## config.mk

```make
export PLATFORM = sky130hd
export DESIGN_NAME = aes_output_buffer
export DESIGN_NICKNAME = d
export VERILOG_FILES = /design/src/rtl/aes_output_buffer.sv
export SDC_FILE = /design/constraint.sdc
export NUM_CORES = 1
export LEC_CHECK = 0
export ABC_AREA = 1
export ABC_CLOCK_PERIOD_IN_PS = 8189
export CAP_MARGIN = 20
export CORE_MARGIN = 3
export CORE_UTILIZATION = 45
export DETAILED_ROUTE_END_ITERATION = 8
export GPL_TIMING_DRIVEN = 0
export PLACE_DENSITY = 0.73
export SKIP_CTS_REPAIR_TIMING = 1
export SLEW_MARGIN = 40
export SYNTH_ARGS = -nofsm -noshare
export SYNTH_HDL_FRONTEND = slang
export SYNTH_SLANG_ARGS = --single-unit
```

## constraint.sdc

```tcl
create_clock -name clk -period 8.19 [get_ports clk]
set_input_delay 1.638 -clock clk [delete_from_list [all_inputs] [get_ports clk]]
set_output_delay 1.638 -clock clk [all_outputs]
set_load 0.05 [all_outputs]
```

## src/rtl/aes_output_buffer.sv

```systemverilog
// aes_output_buffer: circular buffer of decrypted 128-bit AES blocks,
// replayed to a 32-bit valid/ready consumer most-significant word first.
// is_full is the backpressure to the decryption pipeline. It is decoded only
// from the registered count, so no combinational path leads from data_done
// or out_ready to is_full.
module aes_output_buffer #(
  parameter int DEPTH = 4
) (
  input  logic                     clk,
  input  logic                     n_rst,
  input  logic [127:0]             data_in,
  input  logic                     data_done,
  input  logic                     clear,
  output logic                     is_full,
  output logic [31:0]              out_data,
  output logic                     out_valid,
  input  logic                     out_ready,
  output logic                     out_last,
  output logic [$clog2(DEPTH):0]   block_count
);

  localparam int PW = $clog2(DEPTH);
  localparam int CW = PW + 1;

  // Block storage. Stored contents are never reset. They are only visible
  // while count is nonzero.
  logic [127:0]  mem [DEPTH];

  logic [PW-1:0] wr_ptr_reg, wr_ptr_next;
  logic [PW-1:0] rd_ptr_reg, rd_ptr_next;
  logic [CW-1:0] count_reg, count_next;
  logic [1:0]    word_idx_reg, word_idx_next;

  logic          capture;
  logic          transfer;
  logic          release_blk;
  logic [127:0]  rd_entry;
  logic [31:0]   rd_words [4];

  assign is_full     = (count_reg == CW'(DEPTH));
  assign out_valid   = (count_reg != '0);
  // A block held by the pipeline while we are full stays on data_in.
  // It is taken on the first edge after is_full drops.
  assign capture     = data_done & ~is_full & ~clear;
  assign transfer    = out_valid & out_ready;
  assign release_blk = transfer & (word_idx_reg == 2'd3);

  assign rd_entry = mem[rd_ptr_reg];

  // Word 0 is the most significant 32 bits of the block.
  generate
    for (genvar gi = 0; gi < 4; gi++) begin : g_word
      assign rd_words[gi] = rd_entry[127-32*gi -: 32];
    end
  endgenerate

  assign out_data    = out_valid ? rd_words[word_idx_reg] : 32'h0;
  assign out_last    = out_valid & (word_idx_reg == 2'd3);
  assign block_count = count_reg;

  // Write the captured block into the slot at the write pointer.
  always_ff @(posedge clk) begin
    if (capture) begin
      mem[wr_ptr_reg] <= data_in;
    end
  end

  // Next-state for pointers, count and word index. Clear overrides everything.
  always_comb begin
    wr_ptr_next   = wr_ptr_reg;
    rd_ptr_next   = rd_ptr_reg;
    count_next    = count_reg;
    word_idx_next = word_idx_reg;
    if (clear) begin
      wr_ptr_next   = '0;
      rd_ptr_next   = '0;
      count_next    = '0;
      word_idx_next = '0;
    end else begin
      if (capture) begin
        wr_ptr_next = wr_ptr_reg + PW'(1);
      end
      if (transfer) begin
        word_idx_next = word_idx_reg + 2'd1;
      end
      if (release_blk) begin
        rd_ptr_next = rd_ptr_reg + PW'(1);
      end
      // A simultaneous capture and release leaves the count unchanged.
      case ({capture, release_blk})
        2'b10:   count_next = count_reg + CW'(1);
        2'b01:   count_next = count_reg - CW'(1);
        default: count_next = count_reg;
      endcase
    end
  end

  // State registers. Reset is asynchronous and active-low.
  always_ff @(posedge clk or negedge n_rst) begin
    if (!n_rst) begin
      wr_ptr_reg   <= '0;
      rd_ptr_reg   <= '0;
      count_reg    <= '0;
      word_idx_reg <= '0;
    end else begin
      wr_ptr_reg   <= wr_ptr_next;
      rd_ptr_reg   <= rd_ptr_next;
      count_reg    <= count_next;
      word_idx_reg <= word_idx_next;
    end
  end

endmodule

```

==> impl_metrics.json, run 1 <==
{
  "viasPerCell": 5.28,
  "dr.pass1.iters": 6,
  "required_ns": 6.55,
  "dieHeight_um": 228,
  "coreArea_um2": 48100,
  "die_area_um2": 51800,
  "gp_congestion": 0.911,
  "cts.sinks": 521,
  "synthesis.nets": 2184,
  "start_util_pct": 45.9,
  "grt_pass1_wl_um": 92900,
  "nNetsFinal": 2443,
  "relSlewSlack_pct": 41.9,
  "cp-start-kind": "register",
  "holdCritStartpoint": "block_count[1]",
  "vias": 15900,
  "grt_max_degree": 19,
  "worstMarginPinSlew_ns": 0.872,
  "stdcell_count": 3005,
  "htreeDepth": 2,
  "grt_util_met3_pct": 5.36,
  "clockBufferDepth": 3,
  "ant_nets": 0,
  "chipWidth_um": 228,
  "synth_top_cell_by_area": "edfxtp_1",
  "hold_viol": 0,
  "preCtsSetupSlack_ns": 3.42,
  "placed_cells": 2907,
  "antenna_found_initial": 7,
  "grt_pass1_vias": 15600,
  "fin_crit_ns": 5.59,
  "timing.final.crit_share_pct": 68.2,
  "ir_drop_mv": 0.198,
  "rows": 80,
  "p_leak_nw": 10.9,
  "syn_area_um2": 22100,
  "io_buffers": 170,
  "fin_util_pct": 56.3,
  "synth.avg_cell_area_um2": 10.8,
  "setup_viol": 0,
  "clock.fmax_mhz": 179,
  "status": "completed",
  "cp-startpoint": "word_idx_reg[1]",
  "grtUsageMet1_pct": 30.7,
  "yosysWarnings": 0,
  "overflow": 0,
  "post-route-drc-count": 0,
  "syn_inst": 2045,
  "cts_root_buffer": "clkbuf_16",
  "synthDistinctLibCells": 24,
  "min_path_type": "reg2reg",
  "path_max_fanout": 10,
  "cts_buffers": 51,
  "synthDominantCellAreaShare_pct": 69.5,
  "clk_latency_ns": 0.57,
  "drtIter0Drc": 2047,
  "area_growth_syn_to_layout_pct": 22.5,
  "slew_violations": 0,
  "wl_per_cell_um": 20.9,
  "dp_hpwl_um": 44600,
  "tritoncts": "yes",
  "grt_usage_pct": 23.6,
  "rsz0062_at_grt": "false",
  "max_cap_violations": 0,
  "netlist_top_cells_area": "edfxtp_1 70%, nand2_1 11%, nand3_1 7.4%",
  "p_per_area_nw_per_um2": 225,
  "seq_area_frac_synth_pct": 70.5,
  "critical_path_arrival_ns": 3.95,
  "ios": 171,
  "regMostFlops": "mem",
  "finalPower_mw": 6.10,
  "met2_usage_pct": 38.2,
  "ys_ff_latch": 521,
  "timing.hold.ws_ns": 0.571,
  "layout_setup_ws_ns": 2.60,
  "largest_register_ffs": 512,
  "worst_setup_path_end_kind": "primary output",
  "wirelength_um": 62800,
  "crit_type": "reg2out",
  "r2r_start": "block_count[0]",
  "clk_pin_slew_worst_paths_ns": 0.06,
  "grt_busiest_layer": "met2",
  "finalClockSkew_ns": 0.0102,
  "drive_above_1_share_pct": 7.86
}
## per-layer routing
layer  up-vias  part of all wire (%)
met1      7510                    37
met3       151                    11
li1       7276                     -
met2       930                    47
met4         2                   4.2
met5         -                 0.030
## through the flow
stage / cell area (um^2) / TNS [ns]
floorplan: 22100 / 0
global placement: 24600 / -2347.68
detailed placement: 25500 / 0
CTS: 27100 / 0
global route: 27100 / 0
finish: 27100 / 0
## worst max-delay path, stage by stage, from the launching register on
cell and delay, ns:
dfrtp_1 0.39, clkbuf_1 0.32, inv_1 0.29, buf_1 0.69
nand3_1 0.46, a21oi_1 0.37, clkdlybuf4s50_1 0.86
## worst paths after layout
path	slack, ns	cells past startpoint	end
min in group asynchronous	1.38	1	word_idx_reg[0]
setup / recovery	2.60	6	out_data[12]
hold / removal	0.57	2	block_count[1]
hold reg to reg	0.57	2	block_count[1]
max in group asynchronous	6.51	1	rd_ptr_reg[1]
setup reg to reg	5.44	8	mem[3][3]
## cell type report
class                           count  area, um^2
Inverter                          275        1040
Multi-Input combinational cell   1140        4890
Antenna cell                        7        17.5
Sequential cell                   521       15600
Timing Repair Buffer              206        2540
Fill cell                        3873       21100
Buffer                            109         627
Tap cell                          656         821
Clock buffer                       73        1400
Clock inverter                     18         165
## report_power, final
| group | internal, mW | switching (mW) |
|---|---|---|
| Sequential | 3.03 | 0.0257 |
| Combinational | 0.259 | 0.541 |
| Clock | 1.28 | 0.957 |
## cells in the mapped netlist, drive strengths merged
cell type	count
dfrtp	9
nand3	327
ha	5
inv	273
o21ai	37
edfxtp	512
clkinv	2
buf	87
nor2	72
fa	1
clkbuf	22
a21oi	34
nand2	662
nor3b	1
xnor2	1
## cells by family after synthesis
family          count (synthesis)  synth area share [%]
flops                         521                  70.5
xor+xnor                        1                0.0396
simple gates                 1062                  19.9
buf+inv                       384                  7.52
compound gates                 71                  1.64
fa+ha+maj                       6                 0.373
## cells in the final DEF, fill, tap and decap left out, types with 13 or more instances in the layout
cell type,n
buf_2,45
clkbuf_16,53
edfxtp_1,512
a21oi_1,33
o21ai_0,28
inv_1,272
buf_16,24
clkbuf_1,42
nand2_1,661
buf_4,17
nor2_1,68
buf_6,13
clkdlybuf4s50_1,170
nand3_1,327
Note: power is estimated with default switching activity, not from simulation.
==> inputs of run 2 (changes only) <==
ABC_CLOCK_PERIOD_IN_PS = 4500   (was 8189)
PLACE_DENSITY = 0.76   (was 0.73)
clock period = 4.5 ns   (was 8.19 ns; I/O delays follow)
==> impl_metrics.json, run 2 (same netlist as run 1, synthesis figures left out) <==
{
  "worstPathCellList": "clkbuf_1 -> inv_1 -> clkbuf_2 -> nand3_1 -> a21oi_1 -> clkdlybuf4s50_1",
  "placed_cells": 2907,
  "cp_slowest_cell": "clkdlybuf4s50_1",
  "grt_usage_pct": 23.8,
  "wirelength_um": 63500,
  "dr.pass1.iters": 6,
  "dp_hpwl_um": 45000,
  "status": "finished with violations",
  "start_util_pct": 45.9,
  "grt_pass1_vias": 15800,
  "max_cap_violations": 0,
  "r2r-end": "mem[1][13]",
  "overflow": 0,
  "hold_viol": 0,
  "largest_register_ffs": 512,
  "met2_wirelength_um": 30500,
  "fin_crit_ns": 4.50,
  "dr_wl_met3_um": 7100,
  "ant_nets": 0,
  "stdcell_count": 3013,
  "timing.hold.ws_ns": 0.568,
  "chipWidth_um": 228,
  "tritoncts": "yes",
  "violations": "setup timing",
  "crit_type": "reg2out",
  "finalClockSkew_ns": 0.0196,
  "drive_above_1_share_pct": 8.31,
  "area_growth_syn_to_layout_pct": 22.3,
  "critical_path_arrival_ns": 3.60,
  "rsz0062_at_grt": "false",
  "final.setup.tns_ns": -0.00150,
  "p_per_area_nw_per_um2": 413,
  "cts_buffers": 52,
  "p_leak_nw": 10.9,
  "crit_path_end": "out_data[17]",
  "min_path_type": "reg2reg",
  "required_ns": 3.60,
  "r2r.worst_path.cells": 9,
  "reg2reg_slack_ns": 1.72,
  "drtIter0Drc": 2258,
  "clockBufferDepth": 3,
  "vias": 16100,
  "relSlewSlack_pct": 45.6,
  "coreArea_um2": 48100,
  "path_max_fanout": 10,
  "clk_pin_slew_worst_paths_ns": 0.06,
  "wl_met1_um": 23100,
  "cts_root_buffer": "clkbuf_16",
  "worst_setup_path_end_kind": "primary output",
  "timing.final.crit_share_pct": 100,
  "finalPower_mw": 11.2,
  "dieHeight_um": 228,
  "nNetsFinal": 2444,
  "cp-startpoint": "word_idx_reg[1]",
  "die_area_um2": 51800,
  "dr.max_layer_used": "met5",
  "cts.sinks": 521,
  "ir_drop_mv": 0.257,
  "worstMarginPinSlew_ns": 0.816,
  "io_buffers": 170,
  "slowest_delay_ns": 0.87,
  "layout_setup_ws_ns": -0.00150,
  "ios": 171,
  "slew_violations": 0,
  "gp_congestion": 0.859,
  "cp-start-kind": "register",
  "mostFrequentLayoutCells": "661 x nand2_1, 512 x edfxtp_1, 327 x nand3_1, 272 x inv_1, 170 x clkdlybuf4s50_1",
  "regMostFlops": "mem",
  "antenna_found_initial": 12,
  "wl_per_cell_um": 21.1,
  "r2r_start": "block_count[0]",
  "rows": 80,
  "htreeDepth": 2,
  "viasPerCell": 5.35,
  "final_common_cell": "nand2_1",
  "setup_viol": 1,
  "grt_max_degree": 19,
  "grt_pass1_wl_um": 93800,
  "clock.fmax_mhz": 222,
  "clk_latency_ns": 0.60,
  "post-route-drc-count": 0
}
==> run 2: cell type report <==
type	count	area [um^2]
Inverter	275	1040
Timing Repair Buffer	206	2440
Fill cell	3851	21100
Buffer	109	633
Multi-Input combinational cell	1140	4890
Tap cell	656	821
Clock buffer	65	1370
Sequential cell	521	15600
Antenna cell	11	27.5
Clock inverter	30	245
==> run 2: metrics by stage <==
stage / utilization, % / setup slack [ns] / cell area, um^2
final: 56.2 / -0.00150 / 27100
after global placement: 51.2 / -3.79 / 24700
after detailed placement: 52.8 / 0.414 / 25400
after CTS: 56.1 / -0.216 / 27000
after floorplan: - / -0.577 / 22100
after global routing: 56.2 / 0.0125 / 27100
==> run 2: metal layers <==
| layer | track usage [%] | up-vias |
|---|---|---|
| met5 | 0 | - |
| met4 | 11.1 | 2 |
| met3 | 5.81 | 157 |
| met2 | 39.4 | 982 |
| met1 | 29.7 | 7684 |
| li1 | - | 7283 |
==> run 2: critical path, delay by kind of cell (launching register included) <==
kind / cells / cell delay [ns]
AO/OA/AOI/OAI: 1 / 0.37
buffers and inverters: 4 / 1.93
flip-flops: 1 / 0.38
AND/OR/NAND/NOR: 1 / 0.32
==> run 2: where the power goes <==
group          switching (mW)  leakage, nW  internal (mW)
clock network            1.79        0.797           2.38
logic                   0.976         5.36          0.463
registers              0.0489         4.77           5.52
total                    2.81         10.9           8.37
==> run 2: worst min-delay path by stage <==
stage | cells after the start | to | start
3_3_place_gp | 1 | wr_ptr_reg[0] | wr_ptr_reg[0]
2_1_floorplan | 1 | wr_ptr_reg[0] | wr_ptr_reg[0]
4_1_cts | 1 | wr_ptr_reg[0] | wr_ptr_reg[0]
6_report | 1 | wr_ptr_reg[0] | wr_ptr_reg[0]
5_1_grt | 1 | wr_ptr_reg[0] | wr_ptr_reg[0]
3_5_place_dp | 1 | wr_ptr_reg[0] | wr_ptr_reg[0]
